[config.mk]
export PLATFORM = sky130hd
export DESIGN_NAME = reg_file_16x8
export DESIGN_NICKNAME = d
export VERILOG_FILES = /design/src/rtl/reg_file_16x8.sv
export SDC_FILE = /design/constraint.sdc
export NUM_CORES = 1
export LEC_CHECK = 0
export ABC_AREA = 1
export CAP_MARGIN = 10
export CORE_MARGIN = 8
export CORE_UTILIZATION = 45
export DETAILED_ROUTE_END_ITERATION = 16
export PLACE_DENSITY = 0.68
export SETUP_SLACK_MARGIN = 0.4
export SLEW_MARGIN = 40
export SYNTH_ARGS = -nofsm -noshare
export SYNTH_HDL_FRONTEND = slang
export SYNTH_SLANG_ARGS = --single-unit
[constraint.sdc]
create_clock -name clk -period 2.2 [get_ports clk]
set_clock_uncertainty 0.05 [all_clocks]
set_input_delay 0.22 -clock clk [delete_from_list [all_inputs] [get_ports clk]]
set_output_delay 0.22 -clock clk [all_outputs]
set_load 0.05 [all_outputs]
[src/rtl/reg_file_16x8.sv]
// reg_file_16x8: 16 x 8 register file with two async read ports and one sync write port.
// Ports: clk, rst_n (async active-low clear), ra/rb (read addresses), wa/wd/we (write
// address, data, enable), read_a/read_b (combinational read data).
module reg_file_16x8 #(
   parameter int DATA_W = 8,
   parameter int ADDR_W = 4
) (
   input  logic              clk,
   input  logic              rst_n,
   input  logic [ADDR_W-1:0] ra,
   input  logic [ADDR_W-1:0] rb,
   input  logic [ADDR_W-1:0] wa,
   input  logic [DATA_W-1:0] wd,
   input  logic              we,
   output logic [DATA_W-1:0] read_a,
   output logic [DATA_W-1:0] read_b
);
   localparam int DEPTH = 1 << ADDR_W;
   logic [DATA_W-1:0] r_mem [DEPTH];
   always_ff @(posedge clk or negedge rst_n)
      if (!rst_n)
         for (int i = 0; i < DEPTH; i++) r_mem[i] <= '0;
      else if (we)
         r_mem[wa] <= wd;
   // no bypass: a same-address write shows up only after its edge
   assign read_a = r_mem[ra];
   assign read_b = r_mem[rb];
endmodule

Word-level counts from Yosys, hierarchy flattened
Cells that the tools add are included.
Word-level totals
  output and inout port bits: 16
  word-level logic and storage cells: 33
  flip-flop bits (word level): 128
  bits of input ports: 23
Cells by class
  bitwise gates (word level): 3
  multiplexer cells: 9
  magnitude comparators: 4
  reductions and logical operators: 1
Operator list (number)
  128-bit bitwise mux: 1
  8-bit binary-select mux with 4-bit select: 2
  8-bit 2-to-1 mux: 5
  8-bit demux with 4-bit select: 1
  5-bit greater-or-equal comparator (second input constant): 3
  4-bit inverter with 5-bit output: 3
  5-bit by 1-bit less-than comparator with 1-bit output (second input constant): 1
  1-bit logical AND: 1

Depth between registers and ports, before layout
Gate-level depths: netlist of run 1.
  depth after elaboration: 6
  mapped depth: 7
  gate-level depth less buffers: 6

Worst setup path after synthesis of run 1
No wires, ideal clock.
  path kind: input to output
  from: input ra[1]
  to: output read_a[1]
  cell stages on the path: 7
  slack: 0.595 ns
  data arrival time: 1.335 ns
  data required time: 1.930 ns
  buffers on the path: 2
  cells stage by stage: clkbuf_1 > inv_1 > clkbuf_1 > nand3_1 > nand3_1 > nand3_1 > nand2_1
On the way
  longest elaborated chain between the ends: 4
Ends and longest elaborated chain
  start, declared: line 10  | input logic [ADDR_W-1:0] ra,
  4-bit inverter with 5-bit output (not written as such): line 26  | assign read_a = r_mem[ra];
  8-bit binary-select mux with 4-bit select: line 26
  8-bit 2-to-1 mux (not written as such) (2 in a row): line 26
  end, declared: line 15  | output logic [DATA_W-1:0] read_a,
No other way between the ends. The select of a mux whose other input is x is not followed.

Worst setup path after layout of run 1
  from: register r_mem[32] (netlist name)
  to: output read_b[0]
On the way
  longest elaborated chain between the ends: 3
Ends and longest elaborated chain
  start, declared: line 19  | logic [DATA_W-1:0] r_mem [DEPTH];
  start signal, assigned by index: line 24  | r_mem[wa] <= wd;
  8-bit binary-select mux with 4-bit select: line 27  | assign read_b = r_mem[rb];
  8-bit 2-to-1 mux (not written as such) (2 in a row): line 27
  end, declared: line 16  | output logic [DATA_W-1:0] read_b
No other way between the ends. The select of a mux whose other input is x is not followed.

==> results of run 1 <==
## power groups by stage
stage	logic, mW	registers, mW	clock network [mW]
floorplan	1.39	3.06	0
global placement	2.07	3.11	0
detailed placement	2.12	3.12	0
CTS	2.18	3.10	2.79
global route	2.68	3.19	2.88
finish	2.42	3.14	2.77
## layout make-up
class | instances | area (µm²)
tap | 220 | 275
timing repair buffer | 93 | 1120
clock buffer | 23 | 478
fill | 1506 | 6910
multi-input combinational | 777 | 3830
sequential | 128 | 3200
inverter | 148 | 563
clock inverter | 7 | 85.1
## worst min path at each step
| stage | start | endpoint |
|---|---|---|
| 2_1_floorplan | rst_n | r_mem[0] |
| 3_3_place_gp | rst_n | r_mem[80] |
| 3_5_place_dp | rst_n | r_mem[80] |
| 4_1_cts | rst_n | r_mem[80] |
| 5_1_grt | rst_n | r_mem[81] |
| 6_report | rst_n | r_mem[88] |
## what timing repair did
action,CTS,global route
endpoints found under the setup margin,16,16
hold buffers,1,0
endpoints found under the hold margin,24,0
setup buffers,4,11
gates resized for setup,29,126
pin swaps,1,26
cloned,2,1
## per-layer routing
metal	wire length [µm]	track usage [%]	up-vias
met5	0	0	-
met4	720	9.63	0
met3	2820	6.84	62
met2	11300	34.1	426
met1	11100	33.5	3648
li1	-	-	3619
## cell usage in the layout, fill, tap and decap left out, drive strengths merged
cell,instances
o21ai,128
clkinvlp,2
nand3,229
inv,146
bufbuf,2
clkbuf,24
dlymetal6s2s,1
dfrtp,128
dlygate4sd3,1
buf,70
nor2,6
clkdlybuf4s50,15
nand2,411
clkinv,5
and3,1
dlygate4sd2,3
nor3,2
bufinv,2
## worst reg2reg max path, stage by stage, from the launching register on
cell     delay, ns
dfrtp_1       0.41
buf_4         0.15
nand2_1       0.05
o21ai_0       0.08
## logic make-up (layout without fill, tap and decap cells)
group	Yosys count	after routing	share of synthesized area (%)
AND/OR/NAND/NOR	649	649	37.0
buffers and inverters	220	271	11.8
AO/OA/AOI/OAI	128	128	8.53
flip-flops	128	128	42.7
## through the flow
stage / std cells / cell area (µm²) / hold slack (ns) / utilization [%]
final: 1396 / 9560 / 0.185 / 58.1
after global routing: 1396 / 9560 / 0.218 / 58.1
after CTS: 1384 / 9060 / 0.193 / 55.1
after detailed placement: 1347 / 8330 / 0.112 / 50.6
after global placement: 1347 / 8330 / 0.108 / 50.6
after floorplan: 1125 / 7510 / -0.126 / -
==> results.json, run 1 <==
{
  "arrival_ns": 1.52,
  "path_cells": "inv_2 -> nand2_1 -> nand3_2 -> nand3_1 -> nand3_2 -> nand2_4 -> buf_12",
  "fmax_mhz": 559,
  "routedWlPerCell_um": 18.6,
  "slew_violations": 0,
  "reg2reg_depth": 3,
  "setup_ws_ns": 0.410,
  "area.growth.synth_to_final_pct": 27.3,
  "wl_um": 25900,
  "clock-sinks": 128,
  "switching_share_pct": 34.2,
  "drt-initial-drc-count": 1147,
  "synth.area.top_cells": "dfrtp_1 43%, nand2_1 21%, nand3_1 15%",
  "io_pins": 39,
  "portBuffers": 38,
  "endpoint_kind": "output port",
  "crit_path_max_incr_delay_ns": 0.41,
  "crit_family": "simple AND/OR/NAND/NOR gates",
  "crit_type": "reg -> out",
  "cts_made_buffers": 17,
  "coreArea_mm2": 0.0165,
  "pre_cts_ws_ns": 0.190,
  "worstPathMaxFanout": 2,
  "irDropWorstVdd_v": 0.000545,
  "largest-register": "r_mem",
  "ys_ff_latch": 128,
  "gp_congestion": 0.941,
  "leakage_nw": 4.81,
  "crit_cells": 7,
  "top_regs": "r_mem x128",
  "net-switching-power_mw": 2.85,
  "die_area_mm2": 0.0211,
  "synth_commonest_cells": "411 x nand2_1, 226 x nand3_1, 146 x inv_1",
  "worstPathRequired_ns": 1.93,
  "synth_top_flop_cell": "dfrtp_1",
  "viasPerCell": 5.56,
  "r2r_slack_ns": 1.32,
  "clk_pin_slew_ns": 0.06,
  "grt_pass1_wl_um": 39900,
  "worst_slew_pin_slew_ns": 0.527,
  "synth_cell_types": 16,
  "yosysSeqAreaShare_pct": 42.7,
  "synth.most_common_cell": "nand2_1",
  "htreeDepth": 4,
  "root_buffer": "clkbuf_16",
  "crit_path_start": "r_mem[32]",
  "cp-start-kind": "flop",
  "via_count": 7755,
  "cts_buffer_depth": 2,
  "grt_max_degree": 69,
  "final.min_clock_period_ns": 1.79,
  "std_cell_rows": 47,
  "synth_edf_count": 0,
  "synth_top_area_share_pct": 42.7,
  "combPwrFrac_pct": 29.1,
  "tritoncts": "done",
  "syn_area_mm2": 0.00751,
  "r2r_start": "r_mem[123]",
  "p_per_area_mw_per_mm2": 872,
  "die_x_um": 145,
  "die_h_um": 145,
  "drc": 0,
  "async_flop_share_pct": 100,
  "slew_headroom_pct": 64.8,
  "yosys_warnings": 0,
  "finalSetupViolations": 0,
  "status": "finished clean",
  "first_pass_iters": 5,
  "clockPowerShare_pct": 33.3,
  "hold_viol": 0,
  "largest_register_ffs": 128,
  "initial_utilization_pct": 45.6,
  "cp_slowest_cell": "dfrtp_1",
  "antenna_cells": 0,
  "p_int_mw": 5.49,
  "syn-instance-count": 1125,
  "dp_hpwl_um": 16200,
  "synth.avg_cell_area_um2": 6.67,
  "nNetsFinal": 1188,
  "critical_path_buf_inv_count": 2,
  "grt_overflow": 0,
  "power_mw": 8.33,
  "maxCapViolations": 0,
  "cp-endpoint": "read_b[0]",
  "p_seq_share_pct": 37.7,
  "yosysTopAreaCell": "dfrtp_1",
  "hold_path.class": "in -> async",
  "path_common_cell": "nand3_2",
  "insertion_delay_ns": 0.43,
  "grt_pass1_vias": 7083,
  "rsz0062_at_grt": "true",
  "layout_worst_path_cycle_share_pct": 81.3,
  "synth_nets": 1148,
  "setup_tns_ns": 0,
  "antenna_found_initial": 0,
  "drive_above_1_share_pct": 21.3,
  "ant_nets": 0,
  "grt_use_total_pct": 24.0,
  "r2r-end": "r_mem[123]"
}
Note: power is estimated with default switching activity, not from simulation.
==> run 2: changes to the inputs <==
Clock period 2.2 ns to 1.8 ns, I/O delays scaled along.
==> results.json, run 2 (synthesized netlist as in run 1, its figures left out) <==
{
  "grt_pass1_wl_um": 41300,
  "met2_wirelength_um": 12200,
  "die_x_um": 145,
  "drt-initial-drc-count": 1109,
  "clk_pin_slew_ns": 0.06,
  "r2r_start": "r_mem[113]",
  "stdcell_count": 1451,
  "worst_slew_pin_slew_ns": 0.489,
  "htreeDepth": 4,
  "nFillCells": 1326,
  "dp_hpwl_um": 17300,
  "coreArea_mm2": 0.0165,
  "final_common_cell": "nand2_1",
  "path_cells": "inv_2 -> nand2_1 -> nand3_2 -> nand3_1 -> nand3_1 -> nand2_2 -> buf_12",
  "ant_nets": 0,
  "slew_headroom_pct": 67.4,
  "cts_buffer_depth": 2,
  "die_h_um": 145,
  "drc": 0,
  "largest_register_ffs": 128,
  "antenna_found_initial": 0,
  "crit_type": "reg -> out",
  "utilization_pct": 64.8,
  "fmax_mhz": 572,
  "wl_met3_um": 2770,
  "drive_above_1_share_pct": 38.7,
  "status": "finished clean",
  "crit_path_max_incr_delay_ns": 0.39,
  "arrival_ns": 1.52,
  "final_cell_mix": "363 x nand2_1, 160 x nand3_2, 128 x o21ai_0, 128 x dfrtp_1, 97 x inv_2",
  "place_inst": 1366,
  "maxCapViolations": 0,
  "slew_violations": 0,
  "cp-start-kind": "flop",
  "met1_length_um": 11400,
  "top_regs": "r_mem x128",
  "path_common_cell": "nand3_1",
  "endpoint_kind": "output port",
  "hold_viol": 0,
  "initial_utilization_pct": 45.6,
  "p_per_area_mw_per_mm2": 1010,
  "pre_cts_ws_ns": -0.0310,
  "rsz0062_at_grt": "true",
  "antenna_cells": 0,
  "clock-sinks": 128,
  "final.min_clock_period_ns": 1.75,
  "critical_path_buf_inv_count": 2,
  "irDropWorstVdd_v": 0.000693,
  "die_area_mm2": 0.0211,
  "first_pass_iters": 6,
  "io_pins": 39,
  "hold_path.class": "in -> async",
  "leakage_nw": 5.26,
  "grt_pass1_vias": 7265,
  "portBuffers": 38,
  "insertion_delay_ns": 0.42,
  "layout_worst_path_cycle_share_pct": 97.2,
  "std_cell_rows": 47,
  "setup_ws_ns": 0.0508,
  "cp_slowest_cell": "dfrtp_1",
  "gp_congestion": 0.923,
  "grt_overflow": 0,
  "wl_um": 27000,
  "crit_path_start": "r_mem[114]",
  "finalSetupViolations": 0,
  "nNetsFinal": 1241,
  "root_buffer": "clkbuf_16",
  "cts_made_buffers": 17,
  "routedWlPerCell_um": 18.6,
  "area.growth.synth_to_final_pct": 42.1,
  "worstPathMaxFanout": 2,
  "grt_max_degree": 65,
  "highest_layer": "met4",
  "worstPathRequired_ns": 1.57,
  "viasPerCell": 5.59,
  "tritoncts": "done",
  "via_count": 8110,
  "crit_family": "simple AND/OR/NAND/NOR gates",
  "grt_use_total_pct": 24.5,
  "largest-register": "r_mem"
}
run 2: changes by cell type in the layout (fill, tap and decap cells not counted), sizes merged:
| cell | previous run | this run |
|---|---|---|
| dlymetal6s2s | 1 | 0 |
| clkdlybuf4s50 | 15 | 14 |
| inv | 146 | 148 |
| buf | 70 | 124 |
| clkinvlp | 2 | 6 |
| clkinv | 5 | 4 |
| dlygate4sd2 | 3 | 5 |
| bufinv | 2 | 1 |
| clkbuf | 24 | 21 |
run 2: worst paths after layout:
check                      slack [ns]         end  depth (start not counted)
min                              0.22  r_mem[127]                          2
min in group clk                 0.41   r_mem[43]                          3
min reg2reg                      0.44   r_mem[37]                          2
max reg2reg                      0.81  r_mem[113]                          4
max in group asynchronous        0.84  r_mem[110]                          3
max                              0.05   read_a[2]                          7
run 2: cell type report:
cell class                 instances  area (µm²)  area share, %
tap                              220         275           2.58
clock buffer                      21         460           4.32
timing repair buffer             146        1630           15.3
multi-input combinational        777        4430           41.5
sequential                       128        3200           30.0
clock inverter                    11         106          0.997
inverter                         148         569           5.34
run 2: where the power goes:
part	leakage [nW]	total, mW	switching [mW]	internal [mW]
clock network	0.270	3.36	1.37	1.98
registers	1.60	3.87	0.380	3.49
logic	3.39	3.56	2.15	1.41
total	5.26	10.8	3.90	6.89
run 2: through the flow:
step	setup TNS (ns)	hold slack, ns	power (mW)	instance area, µm²
finish	0	0.219	10.8	10700
global placement	-0.0250	0.126	6.41	8620
CTS	0	0.218	10.2	9940
detailed placement	-0.0790	0.123	6.49	8620
global route	0	0.255	11.3	10700
floorplan	0	-0.166	5.47	7550
run 2: layer usage:
layer,up-vias,track usage [%]
met2,475,36.2
met4,0,8.59
met3,69,6.41
met1,3829,34.1
met5,-,0
li1,3737,-
run 2: timing repair:
item                                    in CTS  in global routing
endpoints found under the setup margin      17                 24
resized for setup                          171                144
setup buffers                               16                 33
cloned                                       3                  0
hold buffers                                 1                  0
pin swaps                                   85                 96
hold endpoints to repair                    30                  0
==> run 3: changes to the inputs <==
--- a/config.mk
+++ b/config.mk
@@ -10,5 +10,5 @@
 export CORE_MARGIN = 8
-export CORE_UTILIZATION = 45
+export CORE_UTILIZATION = 50
 export DETAILED_ROUTE_END_ITERATION = 16
-export PLACE_DENSITY = 0.68
+export PLACE_DENSITY = 0.73
 export SETUP_SLACK_MARGIN = 0.4
==> constraint.sdc (replaced) <==
create_clock -name clk -period 1.8 [get_ports clk]
set_clock_uncertainty 0.05 [all_clocks]
set_input_delay 0.36 -clock clk [delete_from_list [all_inputs] [get_ports clk]]
set_output_delay 0.36 -clock clk [all_outputs]
set_load 0.05 [all_outputs]
==> results.json, run 3 (synthesized netlist as in run 1, its figures left out) <==
{
  "status": "finished, violations left",
  "violations": "setup timing",
  "endpoint_kind": "output port",
  "utilization_pct": 73.4,
  "worst_slew_pin_slew_ns": 0.443,
  "p_seq_share_pct": 35.0,
  "cts_made_buffers": 17,
  "place_inst": 1344,
  "stdcell_count": 1428,
  "ant_nets": 0,
  "switching_share_pct": 36.0,
  "die_area_mm2": 0.0192,
  "gp_congestion": 0.912,
  "io_pins": 39,
  "first_pass_iters": 5,
  "rsz0062_at_grt": "true",
  "routedWlPerCell_um": 18.9,
  "crit_path_start": "r_mem[108]",
  "largest-register": "r_mem",
  "die_x_um": 139,
  "root_buffer": "clkbuf_16",
  "htreeDepth": 4,
  "final_common_cell": "nand2_1",
  "placed_area_mm2": 0.00897,
  "antenna_found_initial": 0,
  "dp_hpwl_um": 17200,
  "portBuffers": 38,
  "layout_worst_path_cycle_share_pct": 107,
  "insertion_delay_ns": 0.42,
  "tritoncts": "done",
  "final.min_clock_period_ns": 1.93,
  "leakage_nw": 5.34,
  "coreArea_mm2": 0.0146,
  "slew_headroom_pct": 70.4,
  "finalSetupViolations": 16,
  "net-switching-power_mw": 4.01,
  "r2r_slack_ns": 0.80,
  "drc": 0,
  "grt_max_degree": 41,
  "cts_buffer_depth": 2,
  "hold-worst-slack_ns": 0.363,
  "grt_pass1_wl_um": 41100,
  "hold_path.class": "in -> async",
  "p_per_area_mw_per_mm2": 1040,
  "power_mw": 11.1,
  "slew_violations": 0,
  "antenna_cells": 0,
  "clockPowerShare_pct": 32.6,
  "die_h_um": 139,
  "clk_pin_slew_ns": 0.06,
  "top_regs": "r_mem x128",
  "clock-sinks": 128,
  "hold_viol": 0,
  "worstPathRequired_ns": 1.39,
  "worstPathMaxFanout": 3,
  "setup_ws_ns": -0.128,
  "fmax_mhz": 519,
  "area.growth.synth_to_final_pct": 42.6,
  "final_cell_mix": "374 x nand2_1, 146 x nand3_2, 128 x o21ai_0, 128 x dfrtp_1, 110 x inv_2",
  "largest_register_ffs": 128,
  "std_cell_rows": 44,
  "initial_utilization_pct": 51.5,
  "grt_overflow": 0,
  "nFillCells": 1022,
  "irDropWorstVdd_v": 0.000843,
  "via_count": 8295,
  "r2r_start": "r_mem[70]",
  "drive_above_1_share_pct": 38.6,
  "cp-start-kind": "flop",
  "fin_area_mm2": 0.0107,
  "viasPerCell": 5.81,
  "combPwrFrac_pct": 32.4,
  "grt_pass1_vias": 7465,
  "nNetsFinal": 1254,
  "grt_use_total_pct": 26.6,
  "crit_type": "reg -> out",
  "drt-initial-drc-count": 991,
  "wl_um": 27000,
  "p_int_mw": 7.11,
  "maxCapViolations": 0,
  "arrival_ns": 1.52
}
run 3: final timing paths:
| check | endpoint | depth (start not counted) |
|---|---|---|
| min | r_mem[48] | 2 |
| max reg2reg | r_mem[70] | 4 |
| min reg2reg | r_mem[2] | 2 |
| max in group asynchronous | r_mem[49] | 3 |
| max | read_a[4] | 7 |
| min in group clk | r_mem[2] | 2 |
run 3: per-layer routing:
metal / up-vias / share of wire, % / global-route usage (%)
li1: 3760 / - / -
met4: 0 / 2.7 / 8.47
met1: 3906 / 43 / 38.9
met3: 73 / 11 / 5.38
met2: 556 / 44 / 38.4
met5: - / 0 / 0
run 3: final cells by class:
type / count / area [µm²] / share of cell area [%]
clock buffer: 17 / 425 / 3.97
clock inverter: 15 / 185 / 1.73
inverter: 148 / 599 / 5.60
multi-input combinational: 777 / 4330 / 40.4
sequential: 128 / 3200 / 29.9
tap: 184 / 230 / 2.15
timing repair buffer: 159 / 1740 / 16.2
run 3: power by group through the flow:
stage / Sequential [mW] / Clock (mW) / Combinational (mW)
2_1_floorplan: 3.74 / 0 / 1.90
3_3_place_gp: 3.79 / 0 / 2.77
3_5_place_dp: 3.82 / 0 / 2.82
4_1_cts: 3.85 / 3.62 / 3.17
5_1_grt: 3.95 / 3.76 / 3.89
6_report: 3.89 / 3.63 / 3.60
run 3: what timing repair did:
item	4_1_cts	5_1_grt
hold buffers	1	0
gates cloned	3	0
endpoints found under the setup margin	76	73
buffers inserted	25	23
pin swaps	69	44
hold endpoints to repair	32	0
resized for setup	171	106
run 3: worst max-delay path, cell delays in order, from the launching register on:
cell,delay [ns]
dfrtp_1,0.37
inv_2,0.10
nand2_1,0.08
nand3_1,0.10
nand3_1,0.11
nand3_2,0.11
nand2_4,0.07
buf_12,0.15
run 3: through the flow:
step	setup TNS [ns]	worst slack (ns)
after floorplan	0	0.303
after global placement	-5.52	-0.320
after detailed placement	-7.21	-0.337
after CTS	-0.636	-0.0629
after global routing	-1.78	-0.157
final	-1.02	-0.128
